==> src/rtl/seg7_scan_mux.sv <==
// ============================================================================
// Module  : seg7_scan_mux
// Brief   : 4-digit multiplexed 7-segment driver: frame snapshots, dead-time
//           blanking between slots, optional leading-zero suppression.
// Revision: 1.0 - initial release
// ============================================================================
`default_nettype none

module seg7_scan_mux #(
    parameter int DIV        = 50000,
    parameter int BLANK      = 64,
    parameter bit LZB_EN     = 1'b1,
    parameter bit SEG_ACT_LO = 1'b1,
    parameter bit AN_ACT_LO  = 1'b1
) (
    input  logic       iclk,
    input  logic       ireset,
    input  logic [3:0] iDig0,
    input  logic [3:0] iDig1,
    input  logic [3:0] iDig2,
    input  logic [3:0] iDig3,
    input  logic [3:0] iDp,
    output logic [6:0] oSeg,
    output logic       oDp,
    output logic [3:0] oAn,
    output logic       oFrame
);

    localparam int              CW          = (DIV > 1) ? $clog2(DIV) : 1;
    localparam logic [CW-1:0]   c_CNT_MAX   = CW'(DIV - 1);
    localparam logic [CW-1:0]   c_BLANK     = CW'(BLANK);
    localparam logic [6:0]      c_SEG_OFF   = SEG_ACT_LO ? 7'h7F : 7'h00;
    localparam logic            c_DP_OFF    = SEG_ACT_LO;
    localparam logic [3:0]      c_AN_OFF    = AN_ACT_LO ? 4'hF : 4'h0;

    logic [CW-1:0]   cnt_q, cnt_d;
    logic [1:0]      idx_q, idx_d;
    logic [3:0][3:0] shd_q;
    logic [3:0]      shd_dp_q;
    logic [6:0]      seg_q, seg_d;
    logic            dp_q, dp_d;
    logic [3:0]      an_q, an_d;
    logic            frame_q, frame_d;

    logic            slot_end;
    logic [3:0]      lz_blank;
    logic [6:0]      seg_hi;
    logic [3:0]      an_hi;

    function automatic logic [6:0] f_decode(input logic [3:0] d);
        logic [6:0] s;
        case (d)
            4'd0:    s = 7'h3F;
            4'd1:    s = 7'h06;
            4'd2:    s = 7'h5B;
            4'd3:    s = 7'h4F;
            4'd4:    s = 7'h66;
            4'd5:    s = 7'h6D;
            4'd6:    s = 7'h7D;
            4'd7:    s = 7'h07;
            4'd8:    s = 7'h7F;
            4'd9:    s = 7'h6F;
            default: s = 7'h40;
        endcase
        return s;
    endfunction

    always_comb begin
        slot_end = (cnt_q == c_CNT_MAX);
        cnt_d    = slot_end ? '0 : cnt_q + 1'b1;
        idx_d    = slot_end ? idx_q + 2'd1 : idx_q;
        frame_d  = slot_end && (idx_q == 2'd3);

        // A digit is suppressed only when it and every more-significant digit are zero.
        lz_blank[3] = (shd_q[3] == 4'd0);
        lz_blank[2] = lz_blank[3] && (shd_q[2] == 4'd0);
        lz_blank[1] = lz_blank[2] && (shd_q[1] == 4'd0);
        lz_blank[0] = 1'b0;
        lz_blank    = lz_blank & {4{LZB_EN}};

        seg_hi = lz_blank[idx_q] ? 7'h00 : f_decode(shd_q[idx_q]);
        seg_d  = SEG_ACT_LO ? ~seg_hi : seg_hi;
        dp_d   = shd_dp_q[idx_q] ^ SEG_ACT_LO;

        an_hi  = (cnt_q >= c_BLANK) ? (4'b0001 << idx_q) : 4'b0000;
        an_d   = AN_ACT_LO ? ~an_hi : an_hi;
    end

    always_ff @(posedge iclk) begin
        if (!ireset) begin
            cnt_q    <= '0;
            idx_q    <= 2'd0;
            shd_q    <= '0;
            shd_dp_q <= 4'h0;
            seg_q    <= c_SEG_OFF;
            dp_q     <= c_DP_OFF;
            an_q     <= c_AN_OFF;
            frame_q  <= 1'b0;
        end else begin
            cnt_q   <= cnt_d;
            idx_q   <= idx_d;
            seg_q   <= seg_d;
            dp_q    <= dp_d;
            an_q    <= an_d;
            frame_q <= frame_d;
            if (frame_d) begin
                shd_q    <= {iDig3, iDig2, iDig1, iDig0};
                shd_dp_q <= iDp;
            end
        end
    end

    assign oSeg   = seg_q;
    assign oDp    = dp_q;
    assign oAn    = an_q;
    assign oFrame = frame_q;

endmodule

`default_nettype wire

==> config.mk <==
export PLATFORM = sky130hd
export DESIGN_NAME = seg7_scan_mux
export DESIGN_NICKNAME = d
export VERILOG_FILES = /design/src/rtl/seg7_scan_mux.sv
export SDC_FILE = /design/constraint.sdc
export NUM_CORES = 1
export LEC_CHECK = 0
export BUFFER_PORTS_ARGS = -buffer_cell sky130_fd_sc_hd__buf_2
export CORE_MARGIN = 4
export CORE_UTILIZATION = 56
export CTS_CLUSTER_DIAMETER = 30
export CTS_CLUSTER_SIZE = 25
export DETAILED_ROUTE_END_ITERATION = 10
export GPL_TIMING_DRIVEN = 0
export PLACE_DENSITY = 0.77
export SYNTH_ARGS = -nofsm -noshare
export SYNTH_HDL_FRONTEND = slang
export SYNTH_SLANG_ARGS = --single-unit
==> constraint.sdc <==
create_clock -name iclk -period 2.7 [get_ports iclk]
set_input_delay 0.81 -clock iclk [delete_from_list [all_inputs] [get_ports iclk]]
set_output_delay 0.81 -clock iclk [all_outputs]
set_load 0.05 [all_outputs]
==> results of run 1 <==
cell families (layout without fill, tap and decap cells):
| group | after synthesis | after routing | synth area share [%] |
|---|---|---|---|
| AO/OA/AOI/OAI | 17 | 17 | 4.50 |
| XOR/XNOR | 12 | 12 | 4.40 |
| adder cells (fa/ha/maj) | 11 | 11 | 5.76 |
| buffers and inverters | 28 | 70 | 5.55 |
| flip-flops | 51 | 51 | 42.7 |
| multiplexers | 28 | 28 | 14.4 |
| AND/OR/NAND/NOR | 109 | 109 | 22.6 |
synth_stat cells (all sizes together):
| cell | instances |
|---|---|
| buf | 6 |
| mux2 | 1 |
| o21ai | 5 |
| o211ai | 2 |
| or4 | 5 |
| or2 | 2 |
| or3 | 4 |
| and4 | 3 |
| o22ai | 3 |
| ha | 11 |
| a21oi | 6 |
| inv | 13 |
| and2 | 1 |
| mux2i | 22 |
| nor2 | 18 |
| clkbuf | 9 |
| nor3 | 3 |
| nand4b | 2 |
| nand3 | 11 |
| nand2b | 1 |
| nor4 | 3 |
| xor2 | 10 |
| nor3b | 1 |
| and3 | 2 |
| dfxtp | 51 |
| nand2 | 50 |
| xnor2 | 2 |
| nand4 | 3 |
| mux4 | 5 |
| o31ai | 1 |
power by group through the flow:
stage	clock network (uW)	logic (uW)	registers, uW
4_1_cts	428	74.9	765
5_1_grt	461	82.3	766
2_1_floorplan	0	28.6	799
3_3_place_gp	0	73.9	782
3_5_place_dp	0	74.6	782
6_report	418	74.4	765
registers in the layout, summed over array words and instances, names as in the netlist:
register,flops
oSeg,7
shd_q,16
idx_q,2
cnt_q,16
shd_dp_q,4
oAn,4
oFrame,1
oDp,1
how the worst min path moves through the flow:
stage / start / to / slack (ns) / depth (start not counted)
after floorplan: shd_dp_q[2] / shd_dp_q[2] / 0.43 / 2
after global placement: shd_dp_q[2] / shd_dp_q[2] / 0.44 / 2
after detailed placement: shd_dp_q[3] / shd_dp_q[3] / 0.45 / 2
after CTS: shd_dp_q[3] / shd_dp_q[3] / 0.46 / 2
after global routing: shd_dp_q[1] / shd_dp_q[1] / 0.48 / 2
final: shd_dp_q[3] / shd_dp_q[3] / 0.46 / 2
routing by layer:
| metal | wire (um) | GRT usage [%] | vias up |
|---|---|---|---|
| met5 | 0 | 0 | - |
| met4 | 56 | 5.84 | 0 |
| met3 | 221 | 3.56 | 7 |
| met2 | 2160 | 29.0 | 35 |
| met1 | 2150 | 23.6 | 847 |
| li1 | - | - | 949 |
worst reg2reg max path, stage by stage (launching register included):
cell and delay, ns:
dfxtp_1 0.36, or4_1 0.56, or3_1 0.38, buf_6 0.15, nor3_4 0.23, buf_6 0.21
mux2i_1 0.23
area by class of cell:
cell class / count / area share, %
timing repair buffer: 34 / 6.30
tap: 50 / 2.31
clock inverter: 1 / 0.185
multi-input combinational: 177 / 45.7
inverter: 13 / 1.81
clock buffer: 7 / 2.82
buffer: 15 / 3.10
sequential: 51 / 37.8
through the flow:
stage,cell area (um^2),cells,hold WS (ns),util (%)
after floorplan,2390,256,0.432,-
after global placement,2620,340,0.441,64.6
after detailed placement,2620,340,0.452,64.6
after CTS,2700,348,0.465,66.6
after global routing,2700,348,0.478,66.6
final,2700,348,0.458,66.6
==> results.json, run 1 <==
{
  "status": "complete, no violations",
  "slew_headroom_pct": 65.0,
  "port_buffers": 34,
  "start_util_pct": 58.9,
  "p_leak_uw": 0.00110,
  "vias": 1838,
  "core-area_um2": 4060,
  "synthCells": 256,
  "post_cts_buffers": 0,
  "post_cts_resized": 0,
  "cts_tree": "built",
  "hold_class": "reg2reg",
  "pwr_density_cell_nw_per_um2": 465,
  "gr-total-overflow": 0,
  "synth-seq-cells": 51,
  "cp_top_family": "simple AND/OR/NAND/NOR gates",
  "antenna_left": 0,
  "drv_cap": 0,
  "synth_top_cell_by_area": "dfxtp_1",
  "grt_start_max_net_pins": 15,
  "multi_input_area_um2": 1230,
  "via_per_inst": 5.28,
  "critical_path_arrival_ns": 2.41,
  "worst_pin_slew_ns": 0.522,
  "cp-end-kind": "flip-flop",
  "numCtsBuffers": 5,
  "synth_fp_nets": 289,
  "nets": 330,
  "cpPeakStageDelay_ns": 0.56,
  "synth.area.top_cells": "dfxtp_1, mux2i_1, nand2_1",
  "drc": 0,
  "grt_first_pass_wirelength_mm": 7.62,
  "htreeDepth": 2,
  "grt_pass1_vias": 1739,
  "n_antenna_cell": 0,
  "endpoint": "shd_q[13]",
  "rr_worst_depth": 6,
  "crit_cells": 6,
  "combPwrFrac_pct": 5.9,
  "crit_path_top_delay_cell": "or4_1",
  "rows": 23,
  "r2r_start": "cnt_q[12]",
  "critPathLaunchType": "flip-flop",
  "finalCritPeriodShare_pct": 81.2,
  "min_period_ns": 2.19,
  "rsz0062_at_grt": "false",
  "num-fill-cells": 340,
  "power.switching_fraction_pct": 23.0,
  "pwr-share-seq_pct": 60.8,
  "worstSetupStartpoint": "cnt_q[12]",
  "path_clk_slew_ns": 0.08,
  "wl_mm": 4.58,
  "post-place-ws_ns": 0.493,
  "fin_setup_tns_ns": 0,
  "die-area_um2": 5370,
  "path_max_fanout": 10,
  "syn_area_um2": 2390,
  "area_delta_synth_final_pct": 13.1,
  "finalClockSkew_ns": 0.00630,
  "crit_path_frequent_cell": "buf_6",
  "clock-sinks": 51,
  "crit_required_ns": 2.92,
  "firstDrtPassIters": 4,
  "cts_root_buffer": "clkbuf_8",
  "die-height_um": 73.3,
  "cell_internal_pwr_uw": 968,
  "final_common_cell": "dfxtp_1",
  "wire_per_inst_um": 13.2,
  "cp_num_buf_inv": 2,
  "setup_slack_ns": 0.508,
  "die_w_um": 73.3,
  "drv_slew": 0,
  "setup_viol": 0,
  "gp_congestion": 0.778,
  "worstPathCellList": "or4_1 > or3_1 > buf_6 > nor3_4 > buf_6 > mux2i_1",
  "yosysWarnings": 0,
  "power_frac_clock_pct": 33.3,
  "power_uw": 1260,
  "synth_top_area_share_pct": 42.7,
  "place_hpwl_mm": 3.34,
  "ir_drop_uv": 319,
  "drive_gt1_share_pct": 18.5,
  "clk_latency_ns": 0.30,
  "worstReg2RegEnd": "shd_q[13]",
  "drtIter0Drc": 90,
  "clockBufferDepth": 2,
  "ioPinCount": 35,
  "antenna_found_initial": 0,
  "max_freq_mhz": 456,
  "ys_seq_area_share_pct": 42.7,
  "syn-mean-instance-area_um2": 9.33,
  "seq_area_um2": 1020,
  "ys_types": 38,
  "mostFrequentLayoutCells": "dfxtp_1, nand2_1, buf_2",
  "hold_violations": 0,
  "r2r_slack_ns": 0.51,
  "cts_hold_buf": 0,
  "groute.usage.overall_pct": 17.8,
  "path_class": "reg2reg",
  "p_switching_uw": 289
}
Power figures use the tool's default switching activity.
==> run 2, diff against run 1 <==
clock period = 2.1 ns   (was 2.7 ns; I/O delays follow)
==> run 2 against run 1 <==
Effect of this change:
- register-to-register slack got worse by 0.46 ns
- worst hold slack got worse by 0.00052 ns
- critical path depth increased by 1
- clock power increased by 30%
- wire length increased by 5.9%
- sequential share of layout area decreased by 1.4 points
- non-clock buffer count increased by 9
==> results.json, run 2 (synthesized netlist as in run 1, its figures left out) <==
{
  "grt_pass1_vias": 1776,
  "core-area_um2": 4060,
  "drv_slew": 0,
  "status": "complete, no violations",
  "setup_slack_ns": 0.0467,
  "finalClockSkew_ns": 0.00450,
  "numCtsBuffers": 5,
  "grt_start_max_net_pins": 15,
  "crit_path_frequent_cell": "buf_6",
  "nets": 339,
  "finalInstanceArea_um2": 2820,
  "cp-end-kind": "flip-flop",
  "die-area_um2": 5370,
  "antenna_found_initial": 0,
  "p_leak_uw": 0.00116,
  "cpPeakStageDelay_ns": 0.53,
  "drive_gt1_share_pct": 24.1,
  "power.switching_fraction_pct": 23.2,
  "max_freq_mhz": 487,
  "drtIter0Drc": 109,
  "wire_per_inst_um": 13.6,
  "post-place-ws_ns": -0.107,
  "cp_top_family": "simple AND/OR/NAND/NOR gates",
  "vias": 1887,
  "antenna_left": 0,
  "crit_path_top_delay_cell": "or4_4",
  "critPathLaunchType": "flip-flop",
  "power_frac_clock_pct": 33.4,
  "p_switching_uw": 378,
  "cell_internal_pwr_uw": 1250,
  "path_class": "reg2reg",
  "clockBufferDepth": 2,
  "groute.usage.overall_pct": 18.4,
  "die_w_um": 73.3,
  "cts_root_buffer": "clkbuf_8",
  "area_delta_synth_final_pct": 18.2,
  "final_common_cell": "nand2_1",
  "pwr-share-seq_pct": 60.4,
  "pwr_density_cell_nw_per_um2": 576,
  "rows": 23,
  "clock-sinks": 51,
  "htreeDepth": 2,
  "min_period_ns": 2.05,
  "combPwrFrac_pct": 6.2,
  "start_util_pct": 58.9,
  "path_clk_slew_ns": 0.09,
  "gr-total-overflow": 0,
  "die-height_um": 73.3,
  "ioPinCount": 35,
  "gp_congestion": 0.778,
  "setup_viol": 0,
  "worstPathCellList": "or4_4 > or3_1 > buf_6 > nor3_4 > buf_4 > buf_6 > mux2i_1",
  "path_max_fanout": 5,
  "port_buffers": 34,
  "drv_cap": 0,
  "slew_headroom_pct": 64.6,
  "hold_class": "reg2reg",
  "cts_tree": "built",
  "placed_cell_area_um2": 2620,
  "via_per_inst": 5.29,
  "hold_violations": 0,
  "mostFrequentLayoutCells": "nand2_1, dfxtp_1, buf_2",
  "firstDrtPassIters": 4,
  "grt_first_pass_wirelength_mm": 7.84,
  "clk_latency_ns": 0.30,
  "critical_path_arrival_ns": 2.27,
  "drc": 0,
  "ir_drop_uv": 411,
  "n_antenna_cell": 0,
  "finalCritPeriodShare_pct": 97.8,
  "worst_pin_slew_ns": 0.527,
  "fin_hold_ws_ns": 0.457,
  "place_hpwl_mm": 3.34,
  "wl_mm": 4.85,
  "cp_num_buf_inv": 3,
  "crit_required_ns": 2.32
}
==> run 2: changes by cell type in the layout (fill, tap and decap cells not counted), sizes merged <==
cell	before	now
clkbuf	16	15
buf	40	50
==> run 2: routing by layer <==
layer	up-vias	global-route usage, %	share of wire [%]
met5	-	0	0
met3	6	3.56	4.9
met1	872	24.3	46
met2	41	30.2	48
met4	0	6.24	0.89
li1	968	-	-
==> run 2: worst register-to-register path, stage by stage, from the launching register on <==
cell	delay, ns
dfxtp_2	0.33
or4_4	0.53
or3_1	0.34
buf_6	0.13
nor3_4	0.10
buf_4	0.17
buf_6	0.14
mux2i_1	0.23
==> run 2: layout make-up <==
| cell class | instances | area [um^2] |
|---|---|---|
| plain buffers | 14 | 93.8 |
| clock inverters | 1 | 5.00 |
| fillers | 314 | 1230 |
| flip-flops and latches | 51 | 1030 |
| clock buffers | 7 | 76.3 |
| inverters | 13 | 48.8 |
| well taps | 50 | 62.6 |
| repair buffers | 44 | 253 |
| multi-input cells | 177 | 1260 |
==> run 2: path summary, 6_finish.rpt <==
check	slack, ns	depth (start not counted)	start	end
setup / recovery	0.05	7	cnt_q[12]	shd_q[5]
hold / removal	0.46	2	shd_dp_q[3]	shd_dp_q[3]
setup reg to reg	0.05	7	cnt_q[12]	shd_q[5]
hold reg to reg	0.46	2	shd_dp_q[3]	shd_dp_q[3]
==> run 2: what timing repair did <==
| action | in CTS | in global routing |
|---|---|---|
| setup buffers | 3 | 5 |
| hold buffers | 0 | 0 |
| resized for setup | 8 | 10 |
| endpoints found under the setup margin | 21 | 33 |
| gates cloned | 2 | 0 |
| pin swaps | 2 | 2 |
==> run 2: through the flow <==
step | cells | utilization, % | TNS (ns) | power (uW)
after floorplan | 256 | - | 0 | 1060
after global placement | 340 | 64.6 | -0.0499 | 1100
final | 357 | 69.6 | 0 | 1630
after detailed placement | 340 | 64.6 | -0.353 | 1100
after global routing | 357 | 69.6 | -0.0311 | 1690
after CTS | 353 | 67.9 | -0.133 | 1630
==> run 2: power by group through the flow <==
stage	Sequential, uW	Clock, uW	Combinational, uW
finish	982	542	101
global route	984	592	112
global placement	1010	0	95.0
floorplan	1030	0	36.8
CTS	983	550	96.3
detailed placement	1010	0	95.9
